<file path="config.mk">
export PLATFORM = sky130hd
export DESIGN_NAME = alien_hit_detector_flat
export DESIGN_NICKNAME = d
export VERILOG_FILES = /design/src/rtl/alien_hit_detector_pkg.sv /design/src/rtl/alien_hit_detector_if.sv /design/src/rtl/alien_cell_match.sv /design/src/rtl/alien_hit_detector.sv /design/src/flat_wrapper.sv
export SDC_FILE = /design/constraint.sdc
export NUM_CORES = 1
export LEC_CHECK = 0
export BUFFER_PORTS_ARGS = -buffer_cell sky130_fd_sc_hd__buf_2
export CORE_MARGIN = 8
export CORE_UTILIZATION = 50
export CTS_CLUSTER_DIAMETER = 80
export DETAILED_ROUTE_END_ITERATION = 10
export PLACE_DENSITY = 0.74
export SYNTH_ARGS = -nofsm -noshare
export SYNTH_HDL_FRONTEND = slang
export SYNTH_SLANG_ARGS = --single-unit
</file>
<file path="constraint.sdc">
create_clock -name clk -period 6.3 [get_ports clk]
set_input_delay 1.89 -clock clk [delete_from_list [all_inputs] [get_ports clk]]
set_output_delay 1.89 -clock clk [all_outputs]
set_load 0.02 [all_outputs]
</file>
<file path="src/rtl/alien_hit_detector_pkg.sv">
// Shared game constants and the alive-bitmap indexing helper.
package alien_hit_detector_pkg;

    // Screen coordinate widths
    localparam int unsigned X_W = 5;
    localparam int unsigned Y_W = 4;

    // Default formation geometry
    localparam int unsigned DEF_COLS      = 8;
    localparam int unsigned DEF_ROWS      = 4;
    localparam int unsigned DEF_COL_PITCH = 2;
    localparam int unsigned DEF_ROW_PITCH = 2;

    // Bit position of (row, col) in the alive bitmap
    function automatic int unsigned cell_index(int unsigned row, int unsigned col,
                                               int unsigned cols);
        return row * cols + col;
    endfunction

endpackage

</file>
<file path="src/rtl/alien_hit_detector_if.sv">
// Bullet position interface: the bullet drives its position, the detector answers with hit.
interface alien_hit_detector_if
    import alien_hit_detector_pkg::*;
();
    logic           flying;
    logic [X_W-1:0] bulletX;
    logic [Y_W-1:0] bulletY;
    logic           hit;

    modport master (output flying, output bulletX, output bulletY, input hit);
    modport slave  (input flying, input bulletX, input bulletY, output hit);
endinterface

</file>
<file path="src/rtl/alien_cell_match.sv">
// Maps a screen position onto a formation cell; shared with the display renderer.
module alien_cell_match
    import alien_hit_detector_pkg::*;
#(
    parameter int unsigned COLS      = DEF_COLS,
    parameter int unsigned ROWS      = DEF_ROWS,
    parameter int unsigned COL_PITCH = DEF_COL_PITCH,
    parameter int unsigned ROW_PITCH = DEF_ROW_PITCH
) (
    input  logic [X_W-1:0] bulletX,
    input  logic [Y_W-1:0] bulletY,
    input  logic [X_W-1:0] alienX,
    input  logic [Y_W-1:0] alienY,
    output logic           candidate,
    output logic [X_W-1:0] col,
    output logic [Y_W-1:0] row
);
    localparam int unsigned    COL_SH   = $clog2(COL_PITCH);
    localparam int unsigned    ROW_SH   = $clog2(ROW_PITCH);
    localparam logic [X_W-1:0] COL_MASK = X_W'(COL_PITCH - 1);
    localparam logic [Y_W-1:0] ROW_MASK = Y_W'(ROW_PITCH - 1);

    logic [X_W:0] dx;
    logic [Y_W:0] dy;

    // Offset from origin; the extra top bit flags a bullet left of / above the formation
    always_comb begin
        dx = {1'b0, bulletX} - {1'b0, alienX};
        dy = {1'b0, bulletY} - {1'b0, alienY};
        col = dx[X_W-1:0] >> COL_SH;
        row = dy[Y_W-1:0] >> ROW_SH;
        candidate = !dx[X_W] && !dy[Y_W]
                    && ((dx[X_W-1:0] & COL_MASK) == '0)
                    && ((dy[Y_W-1:0] & ROW_MASK) == '0)
                    && (32'(col) < COLS)
                    && (32'(row) < ROWS);
    end

endmodule

</file>
<file path="src/rtl/alien_hit_detector.sv">
// Alien formation hit detection, live count, score and explosion marker.
module alien_hit_detector
    import alien_hit_detector_pkg::*;
#(
    parameter int unsigned COLS           = DEF_COLS,
    parameter int unsigned ROWS           = DEF_ROWS,
    parameter int unsigned COL_PITCH      = DEF_COL_PITCH,
    parameter int unsigned ROW_PITCH      = DEF_ROW_PITCH,
    parameter int unsigned EXPLODE_CYCLES = 8
) (
    input  logic                   clk,
    input  logic                   reset,
    input  logic                   clr,
    input  logic                   enable,
    alien_hit_detector_if.slave    bullet,
    input  logic [X_W-1:0]         alienX,
    input  logic [Y_W-1:0]         alienY,
    output logic [ROWS*COLS-1:0]   alive,
    output logic [7:0]             alive_count,
    output logic                   all_dead,
    output logic [7:0]             score,
    output logic                   exploding,
    output logic [X_W-1:0]         explodeX,
    output logic [Y_W-1:0]         explodeY
);
    localparam int unsigned NCELL      = ROWS * COLS;
    localparam logic [7:0]  FULL_COUNT = 8'(NCELL);
    localparam logic [7:0]  EXP_LOAD   = 8'(EXPLODE_CYCLES);

    logic             candidate;
    logic [X_W-1:0]   col;
    logic [Y_W-1:0]   row;
    logic [NCELL-1:0] cell_sel;
    logic             hit_cond;

    logic             hit_q;
    logic [NCELL-1:0] alive_q;
    logic [7:0]       count_q;
    logic [7:0]       score_q;
    logic             exploding_q;
    logic [7:0]       exp_cnt_q;
    logic [X_W-1:0]   exp_x_q;
    logic [Y_W-1:0]   exp_y_q;

    alien_cell_match #(
        .COLS      (COLS),
        .ROWS      (ROWS),
        .COL_PITCH (COL_PITCH),
        .ROW_PITCH (ROW_PITCH)
    ) u_match (
        .bulletX   (bullet.bulletX),
        .bulletY   (bullet.bulletY),
        .alienX    (alienX),
        .alienY    (alienY),
        .candidate (candidate),
        .col       (col),
        .row       (row)
    );

    // One-hot select of the struck cell; !hit_q lets the bullet drop flying before re-arming
    always_comb begin
        cell_sel = '0;
        if (candidate) begin
            cell_sel = NCELL'(1) << cell_index(32'(row), 32'(col), COLS);
        end
        hit_cond = enable && bullet.flying && (|(cell_sel & alive_q)) && !hit_q && !clr;
    end

    // Hit pulse back to the bullet
    always_ff @(posedge clk or negedge reset) begin
        if (!reset) begin
            hit_q <= 1'b0;
        end else begin
            hit_q <= hit_cond;
        end
    end

    // Alive bitmap and live count; clr reloads the whole formation
    always_ff @(posedge clk or negedge reset) begin
        if (!reset) begin
            alive_q <= '1;
            count_q <= FULL_COUNT;
        end else if (clr) begin
            alive_q <= '1;
            count_q <= FULL_COUNT;
        end else if (hit_cond) begin
            alive_q <= alive_q & ~cell_sel;
            count_q <= count_q - 8'd1;
        end
    end

    // Saturating kill score, survives clr
    always_ff @(posedge clk or negedge reset) begin
        if (!reset) begin
            score_q <= '0;
        end else if (hit_cond && (score_q != 8'hFF)) begin
            score_q <= score_q + 8'd1;
        end
    end

    // Explosion marker: loaded on a hit, counts down only while enabled
    always_ff @(posedge clk or negedge reset) begin
        if (!reset) begin
            exploding_q <= 1'b0;
            exp_cnt_q   <= '0;
            exp_x_q     <= '0;
            exp_y_q     <= '0;
        end else if (clr) begin
            exploding_q <= 1'b0;
            exp_cnt_q   <= '0;
        end else if (hit_cond) begin
            exploding_q <= 1'b1;
            exp_cnt_q   <= EXP_LOAD;
            exp_x_q     <= bullet.bulletX;
            exp_y_q     <= bullet.bulletY;
        end else if (exploding_q && enable) begin
            // Dropping at the 1->0 step keeps the marker up for exactly EXPLODE_CYCLES cycles
            if (exp_cnt_q == 8'd1) begin
                exploding_q <= 1'b0;
                exp_cnt_q   <= '0;
            end else begin
                exp_cnt_q <= exp_cnt_q - 8'd1;
            end
        end
    end

    assign bullet.hit  = hit_q;
    assign alive       = alive_q;
    assign alive_count = count_q;
    assign all_dead    = (count_q == '0);
    assign score       = score_q;
    assign exploding   = exploding_q;
    assign explodeX    = exp_x_q;
    assign explodeY    = exp_y_q;

endmodule

</file>
<file path="src/flat_wrapper.sv">
// flat-port wrapper written by rule: the top's interface ports become plain ports
module alien_hit_detector_flat import alien_hit_detector_pkg::*;
#(
    parameter int unsigned COLS           = DEF_COLS,
    parameter int unsigned ROWS           = DEF_ROWS,
    parameter int unsigned COL_PITCH      = DEF_COL_PITCH,
    parameter int unsigned ROW_PITCH      = DEF_ROW_PITCH,
    parameter int unsigned EXPLODE_CYCLES = 8
)
  (clk, reset, clr, enable, alienX, alienY, alive, alive_count, all_dead, score, exploding, explodeX, explodeY, bullet_flying, bullet_bulletX, bullet_bulletY, bullet_hit);
  alien_hit_detector_if bullet_i ();
  input  logic clk;
  input  logic reset;
  input  logic clr;
  input  logic enable;
  input  logic [X_W-1:0] alienX;
  input  logic [Y_W-1:0] alienY;
  output logic [ROWS*COLS-1:0] alive;
  output logic [7:0] alive_count;
  output logic all_dead;
  output logic [7:0] score;
  output logic exploding;
  output logic [X_W-1:0] explodeX;
  output logic [Y_W-1:0] explodeY;
  input wire logic [$bits(bullet_i.flying)-1:0] bullet_flying;
  input wire logic [$bits(bullet_i.bulletX)-1:0] bullet_bulletX;
  input wire logic [$bits(bullet_i.bulletY)-1:0] bullet_bulletY;
  output wire logic [$bits(bullet_i.hit)-1:0] bullet_hit;
  assign bullet_i.flying = bullet_flying;
  assign bullet_i.bulletX = bullet_bulletX;
  assign bullet_i.bulletY = bullet_bulletY;
  assign bullet_hit = bullet_i.hit;
  alien_hit_detector #(.COLS(COLS), .ROWS(ROWS), .COL_PITCH(COL_PITCH), .ROW_PITCH(ROW_PITCH), .EXPLODE_CYCLES(EXPLODE_CYCLES)) u_core (.clk(clk), .reset(reset), .clr(clr), .enable(enable), .bullet(bullet_i), .alienX(alienX), .alienY(alienY), .alive(alive), .alive_count(alive_count), .all_dead(all_dead), .score(score), .exploding(exploding), .explodeX(explodeX), .explodeY(explodeY));
endmodule
</file>
# After elaboration in Yosys (flattened, before gate mapping)
# Cells that the tools add are included.
dict set report word_totals {
  ff_bits 67
  inputBits 23
  out_inout_bits 60
  elab_cells 60
}
dict set report classes {
  add_sub_neg 6
  order_cmp 2
  n_eq_ne 2
  shifts 1
  mux 13
  bitwise_logic 4
  reduce_logical 24
}
# operator n
set ops {}
lappend ops {{2-to-1 mux 32 bit} 3}
lappend ops {{AND 32 bit} 2}
lappend ops {{2-to-1 mux 8 bit} 6}
lappend ops {{NOT 32 bit} 1}
lappend ops {{OR reduction 32 bit} 1}
lappend ops {{left shift 1 x 32 -> 32 bit, first input constant} 1}
lappend ops {{subtractor 8 x 1 -> 8 bit, second input constant} 2}
lappend ops {{logical AND 1 bit} 11}
lappend ops {{adder 8 x 1 -> 8 bit, second input constant} 1}
lappend ops {{equality test 8 x 1 -> 1 bit, second input constant} 1}
lappend ops {{logical NOT 8 bit} 1}
lappend ops {{!= test 8 bit, second input constant} 1}
lappend ops {{adder 6 x 4 -> 7 bit} 1}
lappend ops {{nonzero test 3 bit} 2}
lappend ops {{subtractor 5 x 5 -> 6 bit} 1}
lappend ops {{logical NOT 5 bit} 1}
lappend ops {{subtractor 4 x 4 -> 5 bit} 1}
lappend ops {{logical NOT 1 bit} 4}
lappend ops {{logical NOT 4 bit} 1}
lappend ops {{< comparator 4 bit, second input constant} 1}
lappend ops {{2-to-1 mux 1 bit} 4}
lappend ops {{AND reduction 2 bit} 2}
lappend ops {{< comparator 3 bit, second input constant} 1}
lappend ops {{nonzero test 2 bit} 1}
lappend ops {{NOT 1 bit} 1}

# Depth between registers and ports, before layout
# Gate-level depths: netlist of the first run.
dict set report depth {
  ltp_word 15
  mapped_depth 20
  depth_no_buf 16
}

# Modules after synthesis
# Synthesis of the first run repeated with hierarchy kept, for this count alone.
dict set report unflattened {
  cells_unflattened 406
  area_unflattened_um2 3978.8
}
# mod instances cells_per_inst area_each_um2
set modules_own_cells {}
lappend modules_own_cells {alien_hit_detector 1 360 3613.5}
lappend modules_own_cells {alien_cell_match 1 46 365.4}

# Worst setup path before layout of the first run
# Ideal clock, no wire load.
dict set report synth_path {
  path_type {input port to flip-flop}
  startpoint {input bullet_bulletX[0]}
  endpoint {register u_core.score_q[1] (netlist: u_core.score[1])}
  arrival_ns 5.765
  t_required_ns 6.175
  path_slack_ns 0.410
  cell_stages 19
  path_buffers 3
  path_cell_list {inv_1 -> ha_1 -> inv_1 -> fa_1 -> a21o_1 -> a21oi_1 -> xnor2_1 -> ha_1 -> ha_1 -> clkbuf_1 -> clkbuf_1 -> nand2_1 -> o22ai_1 -> nand3_1 -> mux2i_1 -> a2111oi_4 -> buf_4 -> nor4_1 -> mux2_2}
}
dict set report synth_between {
  elab_chain_cells 14
}
# item line_no
set synth_rtl {}
lappend synth_rtl {{from (decl)} flat_wrapper.sv:26} ;# input wire logic [$bits(bullet_i.bulletX)-1:0] bullet_bulletX;
lappend synth_rtl {{subtractor 5 x 5 -> 6 bit *} alien_cell_match.sv:28} ;# dx = {1'b0, bulletX} - {1'b0, alienX};
lappend synth_rtl {{branches (longest 6 deep; another with adder 6 x 4 -> 7 bit)} -}
lappend synth_rtl {{2-to-1 mux 32 bit *} alien_hit_detector.sv:63} ;# if (candidate) begin
lappend synth_rtl {{AND 32 bit *} alien_hit_detector.sv:66} ;# hit_cond = enable && bullet.flying && (|(cell_sel & alive_q)) && !hit_q && !clr;
lappend synth_rtl {{OR reduction 32 bit *} alien_hit_detector.sv:66}
lappend synth_rtl {{logical AND 1 bit * (3 in series)} alien_hit_detector.sv:66}
lappend synth_rtl {{logical AND 1 bit *} alien_hit_detector.sv:96} ;# end else if (hit_cond && (score_q != 8'hFF)) begin
lappend synth_rtl {{to (signal assigned)} alien_hit_detector.sv:97} ;# score_q <= score_q + 8'd1;
lappend synth_rtl {{to (decl)} alien_hit_detector.sv:39} ;# logic [7:0] score_q;
# Mark *: on every way between the ends.
# A chain may end at the register's enable or synchronous reset.

# Worst setup path after layout of the first run
# Same ends and word-level chain as after synthesis.

==> flow_summary.ini, run 1 <==
[synth]
yosysTopAreaCellShare_pct = 22.4
synth_edf_count = 0
yosys_warnings = 0
synth_nets = 439
synth-seq-cells = 67
syn_avg_cell_area_sq_um = 9.74
seq_area_frac_synth_pct = 44.3
synth_commonest_cells = nor2_1, a31oi_1, dfrtp_1
yosysUniqueCellTypes = 56
synthArstFlopShare_pct = 100
synth.most_common_cell = nor2_1
syn_inst = 398
syn_area_sq_um = 3880
synth_top_area_cell = dfstp_2
synth_flop_cell = dfrtp_1
yosys-top-cells-area = dfstp_2, dfrtp_1, a31oi_1, ha_1, nor2_1

[power]
leakage_nw = 2.08
p_total_mw = 1.07
ir_drop_uv = 120
p_per_area_nw_per_um2 = 232

[detailed_routing]
ant_nets = 0
via_count = 3388
drtIter0Drc = 157
drc = 0
avgRoutedWirePerCell_microns = 17.0
dr.pass1.iters = 4
avgViaCountPerCell = 5.78
drt_wl_total_mm = 9.94

[worst_setup_path]
cp_max_fo = 20
arrival_ps = 6020
setup.worst_path.class = in -> reg
critPathLaunchType = primary input
cp_data_required_time_ps = 6530
end_kind = flip-flop

[clock_tree]
cts_root_buffer = clkbuf_8
htree_levels = 3
post-cts-setup-buffers = 0
worstSkewPairLatency_ps = 350
holdBufCountCts = 0
post_cts_resized = 0
clkSlewWorstSetupHoldPaths_ps = 70
cts_tree = built
cts.sinks = 67
cts.path.max_buffers = 2
cts_buffers = 9

[sta]
fin_skew_ps = 11.1
period_share_pct = 91.8
finalCriticalPeriod_ps = 5780
setup_viol = 0
worstMarginPinSlew_ps = 1150
hold_viol_final = 0
slew_violations = 0
finalSetupTns_ps = 0
layout_setup_ws_ps = 515
relSlewSlack_pct = 23.3
max_freq_mhz = 173
rsz0062_at_grt = no

[flow_run]
maxCapViolCount = 0

[die]
die_y_microns = 104
pin_count = 83
core_sq_um = 7610
rows = 32
die_w_microns = 104
dieArea_sq_um = 10800
initial_core_util_pct = 51.0

[final_layout]
fin_nets = 520
fill_cells = 655
ff_latch_area_sq_um = 1720
utilization_pct = 60.8
multiInputGateArea_sq_um = 2000
antenna_cells = 0
area_growth_pct = 19.2
postLayoutCellArea_sq_um = 4620
drive_gt1_share_pct = 33.3

[grt]
grt_overflow = 0
grt_pass1_vias = 3407
antenna_found_initial = 0
grt_usage_pct = 18.3
grt_max_degree = 68
grt_pass1_wl_mm = 16.6

[placed_design]
io_buffers = 82
globalplace.congestion = 0.879
place_ws_ps = 188
dpl-instance-area_sq_um = 4410
hpwl_mm = 7.09

[status]
status = completed

[min_path]
min_path_type = reg -> reg
## per-layer routing
layer  share of wire (%)  routed length (microns)  track usage [%]
met1                  44                     4400             24.0
met2                  45                     4430             27.5
met3                 8.9                      883             5.76
met4                 2.2                      220             7.34
met5                   0                        0                0
## final cells by class
cell class                      instances  share of cell area, %
Sequential cell                        67                   37.2
Clock inverter                          3                  0.947
Inverter                               20                   1.62
Multi-Input combinational cell        290                   43.2
Clock buffer                           13                   3.68
Timing Repair Buffer                   91                   10.6
Tap cell                              102                   2.76
## cells by family (layout without fill, tap and decap cells)
kind of cell | Yosys count | in the layout | synth area share, %
AO/OA/AOI/OAI | 87 | 87 | 15.2
XOR/XNOR | 8 | 8 | 2.29
adder cells (fa/ha/maj) | 18 | 18 | 6.20
buffers and inverters | 41 | 127 | 4.26
flip-flops | 67 | 67 | 44.3
multiplexers | 26 | 26 | 7.55
AND/OR/NAND/NOR | 151 | 151 | 20.2
## report_power, final
part           internal, mW  switching (mW)  leakage (nW)
Clock                 0.218           0.166         0.109
Combinational        0.0941           0.156          1.15
Sequential            0.436         0.00341         0.822
Total                 0.748           0.326          2.08
## cells in the final DEF (no fill, tap or decap), drive strengths merged, types with 11 or more instances in the layout
master / n
dfrtp: 34
dfstp: 33
nand2: 26
clkbuf: 13
a31oi: 38
nor4: 11
inv: 20
buf: 91
nor2: 49
nor3: 17
mux2: 16
a21oi: 16
ha: 16
## metrics by stage
step,hold WS (ps),std cells
final,505,586
after floorplan,533,398
after CTS,508,586
after global routing,524,586
after detailed placement,491,570
after global placement,489,570
## registers in the layout, summed over array words and instances, names as in the netlist
signal              cells
u_core.alive           32
u_core.alive_count      8
u_core.exp_cnt_q        8
u_core.score            8
u_core.explodeX         5
u_core.explodeY         4
u_core.bullet.hit       1
u_core.exploding        1
## worst paths after layout
| kind | depth (start not counted) | from | slack [ps] | end |
|---|---|---|---|---|
| min in group asynchronous | 2 | reset | 1710 | u_core.exp_cnt_q[2] |
| max | 18 | bullet_bulletX[0] | 520 | u_core.score[1] |
| min | 1 | u_core.explodeY[1] | 510 | u_core.explodeY[1] |
| max in group asynchronous | 2 | reset | 4050 | u_core.score[4] |
| max reg2reg | 8 | u_core.alive[12] | 3600 | u_core.score[1] |
| min reg2reg | 1 | u_core.explodeY[1] | 510 | u_core.explodeY[1] |
## worst max-delay path, stage by stage
cell       delay (ps)
buf_2             100
inv_1              50
ha_1              150
inv_1              60
fa_1              390
a21o_1            170
a21oi_1           160
xnor2_1           110
ha_1              220
ha_1              630
mux2i_1           140
o22ai_1           180
o21ai_0           100
a221oi_1          510
a2111oi_4          80
buf_4             230
nor4_1            450
mux2_2            390
(Power assumes the default switching activity.)
==> run 2, diff against run 1 <==
CELL_PAD_IN_SITES_DETAIL_PLACEMENT = 1   (was unset)
CELL_PAD_IN_SITES_GLOBAL_PLACEMENT = 2   (was unset)
CORE_UTILIZATION = 36   (was 50)
PLACE_DENSITY = unset   (was 0.74)
PLACE_DENSITY_LB_ADDON = 0.1   (was unset)
==> run 2 against run 1 <==
Net effect: die area is 32% higher; critical path depth stayed put; flip-flop and latch count stayed put; combinational power is 8.4% higher; first-iteration DRC count is 16% higher; clock power is 2% lower; critical endpoint is now u_core.explodeX[0]; largest cell class unchanged; largest power group unchanged.
==> flow_summary.ini, run 2 (synthesis results as in run 1) <==
[final_layout]
largest_reg_flops = 32
layout_commonest_cell = buf_2
ff_latch_area_sq_um = 1720
multiInputGateArea_sq_um = 2000
antenna_cells = 0
fin_nets = 526
layout_common_cells = buf_2, nor2_1, a31oi_1
area_growth_pct = 21.2
drive_gt1_share_pct = 33.9
final_cells = 630
fill_cells = 1248

[worst_setup_path]
worstRegToRegCells = 8
setup.worst_path.class = in -> reg
worst-r2r-setup-slack_ps = 3510
critPathLaunchType = primary input
cp_max_fo = 13
cp-endpoint = u_core.explodeX[0]
end_kind = flip-flop
cp-startpoint = bullet_bulletX[0]
cp_data_required_time_ps = 6530
worstReg2RegStart = u_core.alive[28]
arrival_ps = 6080
r2r-end = u_core.explodeX[0]

[detailed_routing]
avgRoutedWirePerCell_microns = 18.9
avgViaCountPerCell = 5.40
drc = 0
via_count = 3402
ant_nets = 0
drtIter0Drc = 182
dr.pass1.iters = 4
drt_wl_total_mm = 11.9

[clock_tree]
htree_levels = 3
cts.path.max_buffers = 2
clkSlewWorstSetupHoldPaths_ps = 70
post_cts_resized = 0
post-cts-setup-buffers = 0
worstSkewPairLatency_ps = 360
cts_tree = built
holdBufCountCts = 0
cts_buffers = 9
cts_root_buffer = clkbuf_8
cts.sinks = 67

[grt]
grt_overflow = 0
grt_usage_pct = 17.0
met1_usage_pct = 21.9
grt_pass1_vias = 3685
met3_usage_pct = 3.76
grt_pass1_wl_mm = 19.7
antenna_found_initial = 0
busiest_layer = met2
use_met2_pct = 27.6
grt_max_degree = 42

[sta]
finalSetupTns_ps = 0
holdWs_ps = 505
fin_skew_ps = 16.5
finalCriticalPeriod_ps = 5850
setup_viol = 0
worstMarginPinSlew_ps = 847
relSlewSlack_pct = 43.3
period_share_pct = 92.9
slew_violations = 0
max_freq_mhz = 171
hold_viol_final = 0
rsz0062_at_grt = no

[flow_run]
maxCapViolCount = 0

[die]
die_w_microns = 120
die_y_microns = 120
initial_core_util_pct = 36.2
rows = 38
pin_count = 83
core_sq_um = 10700
dieArea_sq_um = 14300

[status]
status = completed

[power]
p_total_mw = 1.09
ir_drop_uv = 110
p_per_area_nw_per_um2 = 231
leakage_nw = 2.10

[placed_design]
hpwl_mm = 8.81
globalplace.congestion = 0.820
io_buffers = 82
dp_cells = 614

[min_path]
min_path_type = reg -> reg
run 2: cell types whose count changed in the layout (fill, tap and decap cells not counted), sizes merged:
cell / before / now
buf: 91 / 97
clkbuf: 13 / 14
clkinv: 2 / 1
run 2: per-stage QoR:
stage / util (%) / setup WS [ps] / cell area [sq um]
2_1_floorplan: - / 410 / 3880
3_3_place_gp: 42.1 / 239 / 4500
3_5_place_dp: 42.1 / 68.5 / 4500
4_1_cts: 43.9 / 426 / 4700
5_1_grt: 43.9 / 223 / 4700
6_report: 43.9 / 446 / 4700
run 2: cell type report:
type	instances	area share (%)
clock buffers	14	3.46
clock inverters	2	0.746
inverters	20	1.60
multi-input cells	290	42.5
flip-flops and latches	67	36.6
well taps	140	3.73
repair buffers	97	11.4
run 2: worst min path at each step:
stage	startpoint	end	slack [ps]	cells after the start
after floorplan	u_core.exp_cnt_q[6]	u_core.exp_cnt_q[6]	530	2
after global placement	u_core.explodeX[3]	u_core.explodeX[3]	490	1
after detailed placement	u_core.explodeY[0]	u_core.explodeY[0]	490	1
after CTS	u_core.explodeX[3]	u_core.explodeX[3]	510	1
after global routing	u_core.explodeY[1]	u_core.explodeY[1]	530	1
final	u_core.explodeX[3]	u_core.explodeX[3]	510	1
run 2: worst max-delay path: stages:
cell and delay [ps]:
buf_2 110, inv_1 50, ha_1 150, inv_1 50, fa_1 380, a21o_1 170
a21oi_1 160, xnor2_1 110, ha_1 220, ha_1 600, mux2i_1 160, o22ai_1 220
o21ai_0 110, a221oi_1 510, a2111oi_4 100, buf_4 200, nor3_4 480, mux2_2 400
run 2: metal layers:
metal / vias up / part of all wire [%]
met2: 68 / 46
met5: - / 0
met4: 0 / 1.8
met1: 1685 / 48
met3: 14 / 4.0
li1: 1635 / -
run 2: report_power, final:
part,internal (mW),switching [mW],total (mW)
registers,0.436,0.00358,0.440
logic,0.105,0.166,0.271
clock network,0.205,0.170,0.375
total,0.746,0.340,1.09
==> run 3, diff against run 2 <==
CORE_UTILIZATION = 34   (was 36)
clock period = 6.6 ns   (was 6.3 ns; I/O delays follow)
==> run 3 against run 2 <==
Net effect: clock skew fell by 11 ps; register-to-register slack improved by 290 ps; flip-flop and latch count did not move; final cell count fell by 0.16%; highest routed layer unchanged.
==> flow_summary.ini, run 3 (synthesis results as in run 1) <==
[die]
initial_core_util_pct = 34.4
dieArea_sq_um = 15100
die_y_microns = 123
pin_count = 83
die_w_microns = 123
core_sq_um = 11300
rows = 39

[sta]
finalSetupTns_ps = 0
rsz0062_at_grt = no
max_freq_mhz = 166
finalCriticalPeriod_ps = 6040
relSlewSlack_pct = 42.6
fin_skew_ps = 5.89
worstMarginPinSlew_ps = 861
slew_violations = 0
period_share_pct = 91.5
setup_viol = 0
hold_viol_final = 0

[power]
p_total_mw = 1.13
p_per_area_nw_per_um2 = 238
leakage_nw = 2.12
ir_drop_uv = 121

[worst_setup_path]
worstRegToRegCells = 8
end_kind = flip-flop
r2r-end = u_core.score[1]
cp_data_required_time_ps = 6820
worst-r2r-setup-slack_ps = 3800
arrival_ps = 6260
cp_max_fo = 19
worstReg2RegStart = u_core.alive[28]
critPathLaunchType = primary input
setup.worst_path.class = in -> reg

[grt]
grt_overflow = 0
grt_max_degree = 68
grt_usage_pct = 16.4
met3_usage_pct = 3.91
antenna_found_initial = 0
busiest_layer = met2
grt_pass1_vias = 3678
met1_usage_pct = 22.3
grt_pass1_wl_mm = 19.7
use_met2_pct = 25.6

[detailed_routing]
avgRoutedWirePerCell_microns = 18.8
avgViaCountPerCell = 5.45
drc = 0
ant_nets = 0
dr.pass1.iters = 4
drtIter0Drc = 196
via_count = 3429
drt_wl_total_mm = 11.8

[final_layout]
layout_common_cells = buf_2, nor2_1, a31oi_1
fin_nets = 522
fill_cells = 1284
drive_gt1_share_pct = 34.0
layout_commonest_cell = buf_2
area_growth_pct = 22.5
antenna_cells = 0
largest_reg_flops = 32
utilization_pct = 42.1

[clock_tree]
cts.sinks = 67
cts_tree = built
holdBufCountCts = 0
htree_levels = 3
cts_root_buffer = clkbuf_16
cts.path.max_buffers = 2
worstSkewPairLatency_ps = 330
cts_buffers = 9
post_cts_resized = 0
clkSlewWorstSetupHoldPaths_ps = 60
post-cts-setup-buffers = 0

[min_path]
hp-start = u_core.explodeY[1]
min_path_type = reg -> reg
hold_end = u_core.explodeY[1]
hold_path_depth = 1

[placed_design]
io_buffers = 82
globalplace.congestion = 0.794
hpwl_mm = 8.50

[status]
status = completed

[flow_run]
maxCapViolCount = 0
## run 3: cell count changes in the layout (fill, tap and decap cells not counted), sizes merged
| cell | delta |
|---|---|
| buf | -4 |
| clkinvlp | +1 |
| bufinv | -1 |
| inv | +3 |
| clkbuf | -3 |
## run 3: how the worst max path moves through the flow
stage	slack [ps]	end	cells after the start	from
floorplan	620	u_core.score[1]	19	bullet_bulletX[0]
global placement	320	u_core.explodeX[2]	18	bullet_bulletX[0]
detailed placement	210	u_core.score[1]	18	bullet_bulletX[0]
CTS	550	u_core.explodeY[3]	18	bullet_bulletX[0]
global route	290	u_core.alive[20]	17	bullet_bulletX[0]
finish	560	u_core.score[1]	18	bullet_bulletX[0]
## run 3: area by class of cell
type | instances | area, sq um | area share, %
multi-input cells | 290 | 2000 | 42.1
clock inverters | 5 | 33.8 | 0.711
inverters | 20 | 75.1 | 1.58
clock buffers | 11 | 253 | 5.32
repair buffers | 93 | 493 | 10.4
flip-flops and latches | 67 | 1720 | 36.2
well taps | 143 | 179 | 3.77
## run 3: per-stage QoR
| stage | cell area (sq um) | worst slack, ps | hold WS [ps] | std cells |
|---|---|---|---|---|
| after floorplan | 3880 | 620 | 533 | 398 |
| after global placement | 4460 | 321 | 489 | 613 |
| after detailed placement | 4460 | 208 | 500 | 613 |
| after CTS | 4750 | 550 | 512 | 629 |
| after global routing | 4750 | 293 | 535 | 629 |
| final | 4750 | 561 | 510 | 629 |
## run 3: worst max-delay path: stages
cell	delay [ps]
buf_2	100
inv_1	50
ha_1	160
inv_1	60
fa_1	370
a21o_1	160
a21oi_1	170
xnor2_1	160
ha_1	240
ha_1	590
mux2i_1	150
o22ai_1	220
o21ai_0	130
a221oi_1	530
a2111oi_4	100
buf_4	240
nor4_1	460
mux2_2	380
## run 3: report_power, final
group | total [mW] | switching, mW | internal, mW | leakage, nW
combinational | 0.246 | 0.156 | 0.0900 | 1.15
clock | 0.464 | 0.188 | 0.276 | 0.143
sequential | 0.420 | 0.00344 | 0.417 | 0.822
total | 1.13 | 0.347 | 0.782 | 2.12
## run 3: layer usage
metal / up-vias / share of wire [%]
li1: 1631 / -
met1: 1726 / 48
met2: 63 / 46
met3: 9 / 4.6
met4: 0 / 0.96
met5: - / 0
